## src/rtl/tdoa_peak_search.sv

```systemverilog
// rtl/tdoa_peak_search.sv - per-pair correlation peak lag search feeding the position solver
// Scans 6 pairs x (2*MAX_LAG+1) samples, publishes the argmax lag of each pair with a one-cycle ena.
module tdoa_peak_search #(
  parameter int CORR_W  = 32,
  parameter int LAG_W   = 6,
  parameter int MAX_LAG = 20,
  parameter int PAIRS   = 6
) (
  input  logic              clk,
  input  logic              rst_n,
  input  logic              corr_valid,
  input  logic              corr_sof,
  input  logic [CORR_W-1:0] corr_data,
  input  logic              pos_done,
  output logic [LAG_W-1:0]  lag_diff_out_0,
  output logic [LAG_W-1:0]  lag_diff_out_1,
  output logic [LAG_W-1:0]  lag_diff_out_2,
  output logic [LAG_W-1:0]  lag_diff_out_3,
  output logic [LAG_W-1:0]  lag_diff_out_4,
  output logic [LAG_W-1:0]  lag_diff_out_5,
  output logic              ena,
  output logic              busy,
  output logic              frame_err,
  output logic              frame_drop
);

  typedef enum logic [1:0] {IDLE, SCAN, PUBLISH, WAIT_DONE} state_t;

  localparam logic signed [LAG_W-1:0] LAG_LO    = LAG_W'(-MAX_LAG);
  localparam logic signed [LAG_W-1:0] LAG_HI    = LAG_W'(MAX_LAG);
  localparam logic        [2:0]       LAST_PAIR = 3'(PAIRS - 1);

  state_t                    state, state_nxt;
  logic signed [LAG_W-1:0]   lag_cnt, arg_max;
  logic        [2:0]         pair_cnt;
  logic signed [CORR_W-1:0]  max_val;
  logic        [LAG_W-1:0]   slot [0:PAIRS-1];

  logic                      take, upd, pair_end, frame_end;
  logic signed [LAG_W-1:0]   cur_lag, arg_nxt;
  logic        [2:0]         cur_pair;
  logic signed [CORR_W-1:0]  max_nxt;

  // A sof sample always restarts at pair 0 / lowest lag, regardless of the counters.
  always_comb begin
    take      = corr_valid && ((state == IDLE && corr_sof) || state == SCAN);
    cur_lag   = corr_sof ? LAG_LO : lag_cnt;
    cur_pair  = corr_sof ? 3'd0 : pair_cnt;
    upd       = (cur_lag == LAG_LO) || ($signed(corr_data) > max_val);
    max_nxt   = upd ? $signed(corr_data) : max_val;
    arg_nxt   = upd ? cur_lag : arg_max;
    pair_end  = (cur_lag == LAG_HI);
    frame_end = take && pair_end && (cur_pair == LAST_PAIR);
  end

  always_ff @(posedge clk or negedge rst_n) begin
    if (!rst_n) state <= IDLE;
    else        state <= state_nxt;
  end

  always_comb begin
    state_nxt = state;
    case (state)
      IDLE:      if (corr_valid && corr_sof) state_nxt = SCAN;
      SCAN:      if (frame_end) state_nxt = PUBLISH;
      PUBLISH:   state_nxt = WAIT_DONE;
      WAIT_DONE: if (pos_done) state_nxt = IDLE;
      default:   state_nxt = IDLE;
    endcase
  end

  assign busy = (state != IDLE);

  always_ff @(posedge clk or negedge rst_n) begin
    if (!rst_n) begin
      lag_cnt        <= LAG_LO;
      pair_cnt       <= 3'd0;
      max_val        <= '0;
      arg_max        <= '0;
      for (int i = 0; i < PAIRS; i++) slot[i] <= '0;
      lag_diff_out_0 <= '0;
      lag_diff_out_1 <= '0;
      lag_diff_out_2 <= '0;
      lag_diff_out_3 <= '0;
      lag_diff_out_4 <= '0;
      lag_diff_out_5 <= '0;
      ena            <= 1'b0;
      frame_err      <= 1'b0;
      frame_drop     <= 1'b0;
    end else begin
      ena        <= 1'b0;
      frame_err  <= 1'b0;
      frame_drop <= 1'b0;
      if (take) begin
        max_val <= max_nxt;
        arg_max <= arg_nxt;
        if (pair_end) begin
          lag_cnt        <= LAG_LO;
          slot[cur_pair] <= arg_nxt;
          pair_cnt       <= (cur_pair == LAST_PAIR) ? 3'd0 : cur_pair + 3'd1;
        end else begin
          lag_cnt  <= cur_lag + LAG_W'(1);
          pair_cnt <= cur_pair;
        end
        // The last pair's winner is still combinational here, so it bypasses its slot.
        if (frame_end) begin
          lag_diff_out_0 <= slot[0];
          lag_diff_out_1 <= slot[1];
          lag_diff_out_2 <= slot[2];
          lag_diff_out_3 <= slot[3];
          lag_diff_out_4 <= slot[4];
          lag_diff_out_5 <= arg_nxt;
          ena            <= 1'b1;
        end
      end
      if (state == SCAN && corr_valid && corr_sof)      frame_err  <= 1'b1;
      if (state == WAIT_DONE && corr_valid && corr_sof) frame_drop <= 1'b1;
    end
  end

endmodule

```

## config.mk

```make
export PLATFORM = sky130hd
export DESIGN_NAME = tdoa_peak_search
export DESIGN_NICKNAME = d
export VERILOG_FILES = /design/src/rtl/tdoa_peak_search.sv
export SDC_FILE = /design/constraint.sdc
export NUM_CORES = 1
export LEC_CHECK = 0
export BUFFER_PORTS_ARGS = -buffer_cell sky130_fd_sc_hd__buf_2
export CAP_MARGIN = 20
export CORE_ASPECT_RATIO = 2
export CORE_MARGIN = 8
export CORE_UTILIZATION = 45
export DETAILED_ROUTE_END_ITERATION = 8
export HOLD_SLACK_MARGIN = 0.15
export PLACE_DENSITY = 0.69
export SLEW_MARGIN = 5
export SYNTH_ARGS = -nofsm -noshare
export SYNTH_HDL_FRONTEND = slang
export SYNTH_SLANG_ARGS = --single-unit
```

## constraint.sdc

```tcl
create_clock -name clk -period 3.2 [get_ports clk]
set_input_delay 0.64 -clock clk [delete_from_list [all_inputs] [get_ports clk]]
set_output_delay 0.64 -clock clk [all_outputs]
set_load 0.005 [all_outputs]
```

Word level (Yosys, flattened, before mapping)

Index checks and enable logic that the tools add are counted.

Add/sub/neg operators: 2
$lt $le $gt $ge: 3
Eq/ne operators: 9
Multiplexer cells: 17
Bitwise operators: 1
Reduce and logical (&&, ||, !) cells: 18

Operator list:

| cell                | count |
|---|---|
| $bwmux 36           | 1 |
| $gt 32x32->1        | 1 |
| $mux 6              | 4 |
| $demux 6 s3         | 1 |
| $eq 6x6->1 const B  | 2 |
| $logic_and 1x1->1   | 10 |
| $mux 3              | 3 |
| $pmux 2 s4          | 1 |
| $add 6x2->6 const B | 1 |
| $mux 2              | 3 |
| $reduce_and 2->1    | 3 |
| $eq 2x2->1 const B  | 2 |
| $ge 4x4->1 const B  | 1 |
| $lt 4x1->1 const B  | 1 |
| $mux 1              | 4 |
| $ne 2x2->1 const B  | 2 |
| $not 3->4           | 1 |
| $add 3x1->3 const B | 1 |
| $eq 3x3->1 const B  | 1 |
| $reduce_and 3->1    | 1 |
| $eq 2x1->1 const B  | 1 |
| $logic_not 2->1     | 1 |
| $logic_or 1x1->1    | 2 |
| $ne 2x1->1 const B  | 1 |
| $reduce_bool 2->1   | 1 |

Flip-flop bits (word level): 124
Input bits: 37
Output and inout bits: 40
Logic and storage cells: 70

Depth between registers and ports, before layout

Depth in word-level cells: 8
Depth in mapped cells: 12
Depth with buffers taken out: 9

Worst setup path after synthesis

Ideal clock, no wire load.

Path kind: input to register
From: in corr_sof
To: reg state[1]
Library setup time: 0.128 ns
Arrival: 2.672 ns
Required time: 3.072 ns
Setup slack: 0.400 ns
Cell stages on the path: 10
Buffers on the path: 2
Cells stage by stage: buf_2 -> nand2b_1 -> ha_1 -> nand2_1 -> nor4_4 -> nand3_2 -> or2_1 -> clkbuf_1 -> a221o_1 -> mux2_1

Cells in the longest elaborated chain, start to end: 7
Elaborated cells on any way between the ends: 13
Those cells by class: eq/ne (4); mux (2); reduce/logical (7)

RTL lines:

| item                                           | line | RTL |
|---|---|---|
| start: declaration                             | 12   | `input logic corr_sof,` |
| branches (longest 6 deep; another with $mux 6) | --   |  |
| $reduce_and 3->1 (no source line) *            | --   |  |
| end signal: assignment                         | 58   | `else state <= state_nxt;` |
| end: declaration                               | 33   | `state_t state, state_nxt;` |

Mark *: on every way between the ends.
A chain may end at the register's enable or synchronous reset.

Worst setup path after layout

From: reg max_val[14]
To: reg max_val[3]

Cells in the longest elaborated chain, start to end: 3

RTL lines:

| item                              | line | RTL |
|---|---|---|
| start: declaration                | 36   | `logic signed [CORR_W-1:0] max_val;` |
| start signal: assignment          | 95   | `max_val <= max_nxt;` |
| $gt 32x32->1                      | 49   | `upd = (cur_lag == LAG_LO) \|\| ($signed(corr_data) > max_val);` |
| $logic_or 1x1->1                  | 49   |  |
| $reduce_and 2->1 (no source line) | --   |  |

Every way passes these cells.

==> impl_metrics.env <==
export IMPL_netlist_instances=597
export IMPL_place_hpwl_um=9933
export IMPL_setup_viol=0
export IMPL_slowest_delay_ps=490
export IMPL_cts_htree_levels=4
export IMPL_gp_congestion=0.8035
export IMPL_p_seq_frac=0.347
export IMPL_reg2reg_from="max_val[14]$_DFFE_PN0P_"
export IMPL_final_nets=770
export IMPL_yosys_area_share_simple=0.1898
export IMPL_synthXorXnorAreaFrac=0.001533
export IMPL_p_switching_mw=1.894
export IMPL_drv_cap=0
export IMPL_comb_power_share=0.320
export IMPL_synth_fa_ha_area_frac=0.08540
export IMPL_crit_cells=10
export IMPL_critPathSlowestCell="a2111oi_1"
export IMPL_gr_total_overflow=0
export IMPL_path_delay_family="compound AO/OA/AOI/OAI gates"
export IMPL_syn_to_final_growth_pct=21.92
export IMPL_clock_latency_ps=400
export IMPL_num_antenna_cells=0
export IMPL_rrSetupSlack_ps=310
export IMPL_rr_worst_depth=10
export IMPL_max_slew_margin_rel=0.4886
export IMPL_fin_ws_ps=313.2
export IMPL_arrival_ps=3170
export IMPL_drc=0
export IMPL_row_count=58
export IMPL_crit_start="max_val[14]$_DFFE_PN0P_"
export IMPL_firstDrtPassIters=4
export IMPL_p_clk_frac=0.333
export IMPL_switching_share=0.3349
export IMPL_avgSynthCellArea_um2=9.572
export IMPL_synth_cell_types=58
export IMPL_cp_data_required_time_ps=3480
export IMPL_antenna_found_initial=0
export IMPL_syn_nets=673
export IMPL_pin_count=77
export IMPL_finalWirelength_um=13420
export IMPL_outcome="complete, no violations"
export IMPL_p_leak_nw=3.583
export IMPL_path_cells="inv_1 -> ha_1 -> nand4_1 -> a2111oi_1 -> buf_4 -> o32ai_2 -> o221ai_2 -> and2_4 -> buf_4 -> o21ai_0"
export IMPL_fin_crit_sh=0.9021
export IMPL_grt_pass1_vias=4782
export IMPL_crit_fanout=14
export IMPL_path_clk_slew_ps=50
export IMPL_cts_max_path_buffers=2
export IMPL_synth_top_family_by_area="simple AND/OR/NAND/NOR gates"
export IMPL_skew_ps=6.022
export IMPL_holdWs_ps=302.0
export IMPL_dr_first_iter_drc_count=224
export IMPL_syn_area_mm2=0.005714
export IMPL_yosysWarnings=0
export IMPL_core_mm2=0.01248
export IMPL_vdd_drop_max_v=0.0005050
export IMPL_crit_path_end="max_val[3]$_DFFE_PN0P_"
export IMPL_drtAntennaViolNets=0
export IMPL_muxShareOfSynthArea=0.03525
export IMPL_rsz0062_at_grt="false"
export IMPL_synth_ff_latch_count=118
export IMPL_path_common_cell="buf_4"
export IMPL_powerDensity_mw_per_mm2=811.7
export IMPL_slew_viol_final=0
export IMPL_portBuffers=76
export IMPL_synth_compound_area_frac=0.1196
export IMPL_clock_fmax_ghz=0.3464
export IMPL_dieArea_mm2=0.01678
export IMPL_num_vias=4567
export IMPL_tightestPinTransition_ps=767.1
export IMPL_r2r_end="max_val[3]$_DFFE_PN0P_"
export IMPL_die_w_um=95.68
export IMPL_min_period_ps=2887
export IMPL_ys_seq_area_frac=0.5174
export IMPL_drt_wirelength_per_cell_um=15.68
export IMPL_finalSetupTns_ps=0
export IMPL_via_per_inst=5.335
export IMPL_grt_max_degree=64
export IMPL_tritoncts_num_buffers=17
export IMPL_hold_class="in2async"
export IMPL_setup_worst_path_start_class="register"
export IMPL_total_power_mw=5.655
export IMPL_cts_sinks=118
export IMPL_die_h_um=175.4
export IMPL_grt_pass1_wl_um=23060
export IMPL_start_util=0.4578
export IMPL_drive_above_1_share=0.2238
export IMPL_critPathBufInv=3
export IMPL_grt_usage=0.1736
export IMPL_place_ws_ps=-140.5
export IMPL_final_fill_count=1112
export IMPL_root_buffer="clkbuf_16"
export IMPL_finalHoldViolations=0
export IMPL_crit_path_end_kind="register"
export IMPL_power_internal_mw=3.761
export IMPL_critical_path_class="reg2reg"
export IMPL_ctsHoldBuffers=0
export IMPL_cts_tree="done"
==> power by group through the flow <==
stage | registers, mW | clock network (mW) | logic, mW
final | 1.96 | 1.88 | 1.81
after global placement | 1.97 | 0 | 1.71
after CTS | 1.96 | 1.92 | 1.82
after global routing | 2.00 | 1.99 | 2.05
after detailed placement | 1.98 | 0 | 1.81
after floorplan | 1.93 | 0 | 1.33
==> area by class of cell <==
type	instances	area, um2	area share
inverter	43	161.4	0.02317
multi-input combinational	411	2467	0.3542
clock inverter	7	93.84	0.01347
clock buffer	24	501.7	0.07202
tap	150	187.7	0.02694
timing repair buffer	103	598.1	0.08585
sequential	118	2957	0.4244
==> stage by stage <==
stage / util / area [um2] / std cells
floorplan: - / 5714 / 597
global placement: 0.5103 / 6370 / 825
detailed placement: 0.5103 / 6370 / 825
CTS: 0.5580 / 6965 / 856
global route: 0.5581 / 6967 / 856
finish: 0.5581 / 6967 / 856
==> layout by cell type, fill, tap and decap left out, types with 5 or more instances in the layout <==
master	netlist	final
buf_4	2	27
inv_1	41	41
nor2_1	31	31
dfrtp_1	115	115
nand2_1	120	120
clkbuf_8	0	5
clkbuf_16	0	17
mux2_2	6	6
nand3_1	38	38
buf_2	5	75
o21ai_1	25	25
nand2b_1	5	5
nor3_1	7	7
o21ai_0	30	30
a21oi_1	42	42
nand4_1	10	10
ha_1	39	39
==> sequential cells by signal (all words and copies together), names as in the netlist <==
| register | flops |
|---|---|
| max_val | 32 |
| slot | 30 |
| arg_max | 6 |
| lag_cnt | 6 |
| lag_diff_out_0 | 6 |
| lag_diff_out_1 | 6 |
| lag_diff_out_2 | 6 |
| lag_diff_out_3 | 6 |
| lag_diff_out_4 | 6 |
| lag_diff_out_5 | 6 |
| pair_cnt | 3 |
| state | 2 |
| ena | 1 |
| frame_drop | 1 |
| frame_err | 1 |
==> logic make-up (layout without fill, tap and decap cells) <==
family | after synthesis | after routing
mux | 16 | 16
xor+xnor | 1 | 1
buf+inv | 68 | 177
compound gates | 120 | 120
fa+ha+maj | 39 | 39
simple gates | 235 | 235
flops | 118 | 118
==> routing by layer <==
layer | part of all wire | global-route usage
met1 | 0.38 | 0.1890
met2 | 0.54 | 0.2990
met3 | 0.047 | 0.04149
met4 | 0.032 | 0.08780
met5 | 0 | 0
==> worst min path at each step <==
stage,slack (ps),end
floorplan,340,arg_max[0]$_DFFE_PN0P_
detailed placement,450,lag_diff_out_2[2]$_DFFE_PN0P_
CTS,330,lag_diff_out_5[2]$_DFFE_PN0P_
global placement,450,lag_diff_out_3[3]$_DFFE_PN0P_
global route,360,slot[27]$_DFFE_PN0P_
finish,300,lag_diff_out_5[2]$_DFFE_PN0P_
==> cells in the mapped netlist (all sizes together) <==
cell type | count | share of area
a221o | 1 | 0.0018
o2bb2ai | 1 | 0.0015
a2111oi | 1 | 0.0015
and4b | 1 | 0.0018
xor2 | 1 | 0.0015
a31oi | 4 | 0.0044
a21boi | 1 | 0.0013
mux2 | 11 | 0.024
o211ai | 1 | 0.0013
o32ai | 1 | 0.0028
o21ai | 55 | 0.048
nor2 | 31 | 0.020
a22oi | 1 | 0.0013
and3 | 3 | 0.0033
nor2b | 3 | 0.0033
nor3b | 1 | 0.0013
nor4 | 3 | 0.0070
and2 | 3 | 0.0037
nand4 | 11 | 0.013
nor3 | 9 | 0.0096
a21oi | 42 | 0.037
nand2 | 120 | 0.079
o221a | 1 | 0.0020
dfrtp | 115 | 0.50
or3 | 2 | 0.0022
clkbuf | 11 | 0.0072
o21bai | 1 | 0.0013
nand3 | 39 | 0.035
clkinv | 1 | 0.00066
o221ai | 1 | 0.0026
or2 | 4 | 0.0048
inv | 42 | 0.028
ha | 39 | 0.085
o22a | 1 | 0.0015
o21a | 2 | 0.0026
nand2b | 5 | 0.0055
dfstp | 3 | 0.014
o31ai | 2 | 0.0026
a2111o | 1 | 0.0020
buf | 14 | 0.016
mux2i | 5 | 0.011
a21o | 3 | 0.0039
==> repair_timing <==
| item | 4_1_cts | 5_1_grt |
|---|---|---|
| setup buffers | 0 | 0 |
| setup endpoints to repair | 0 | 2 |
| resized for setup | 0 | 1 |
Power figures use the tool's default switching activity.
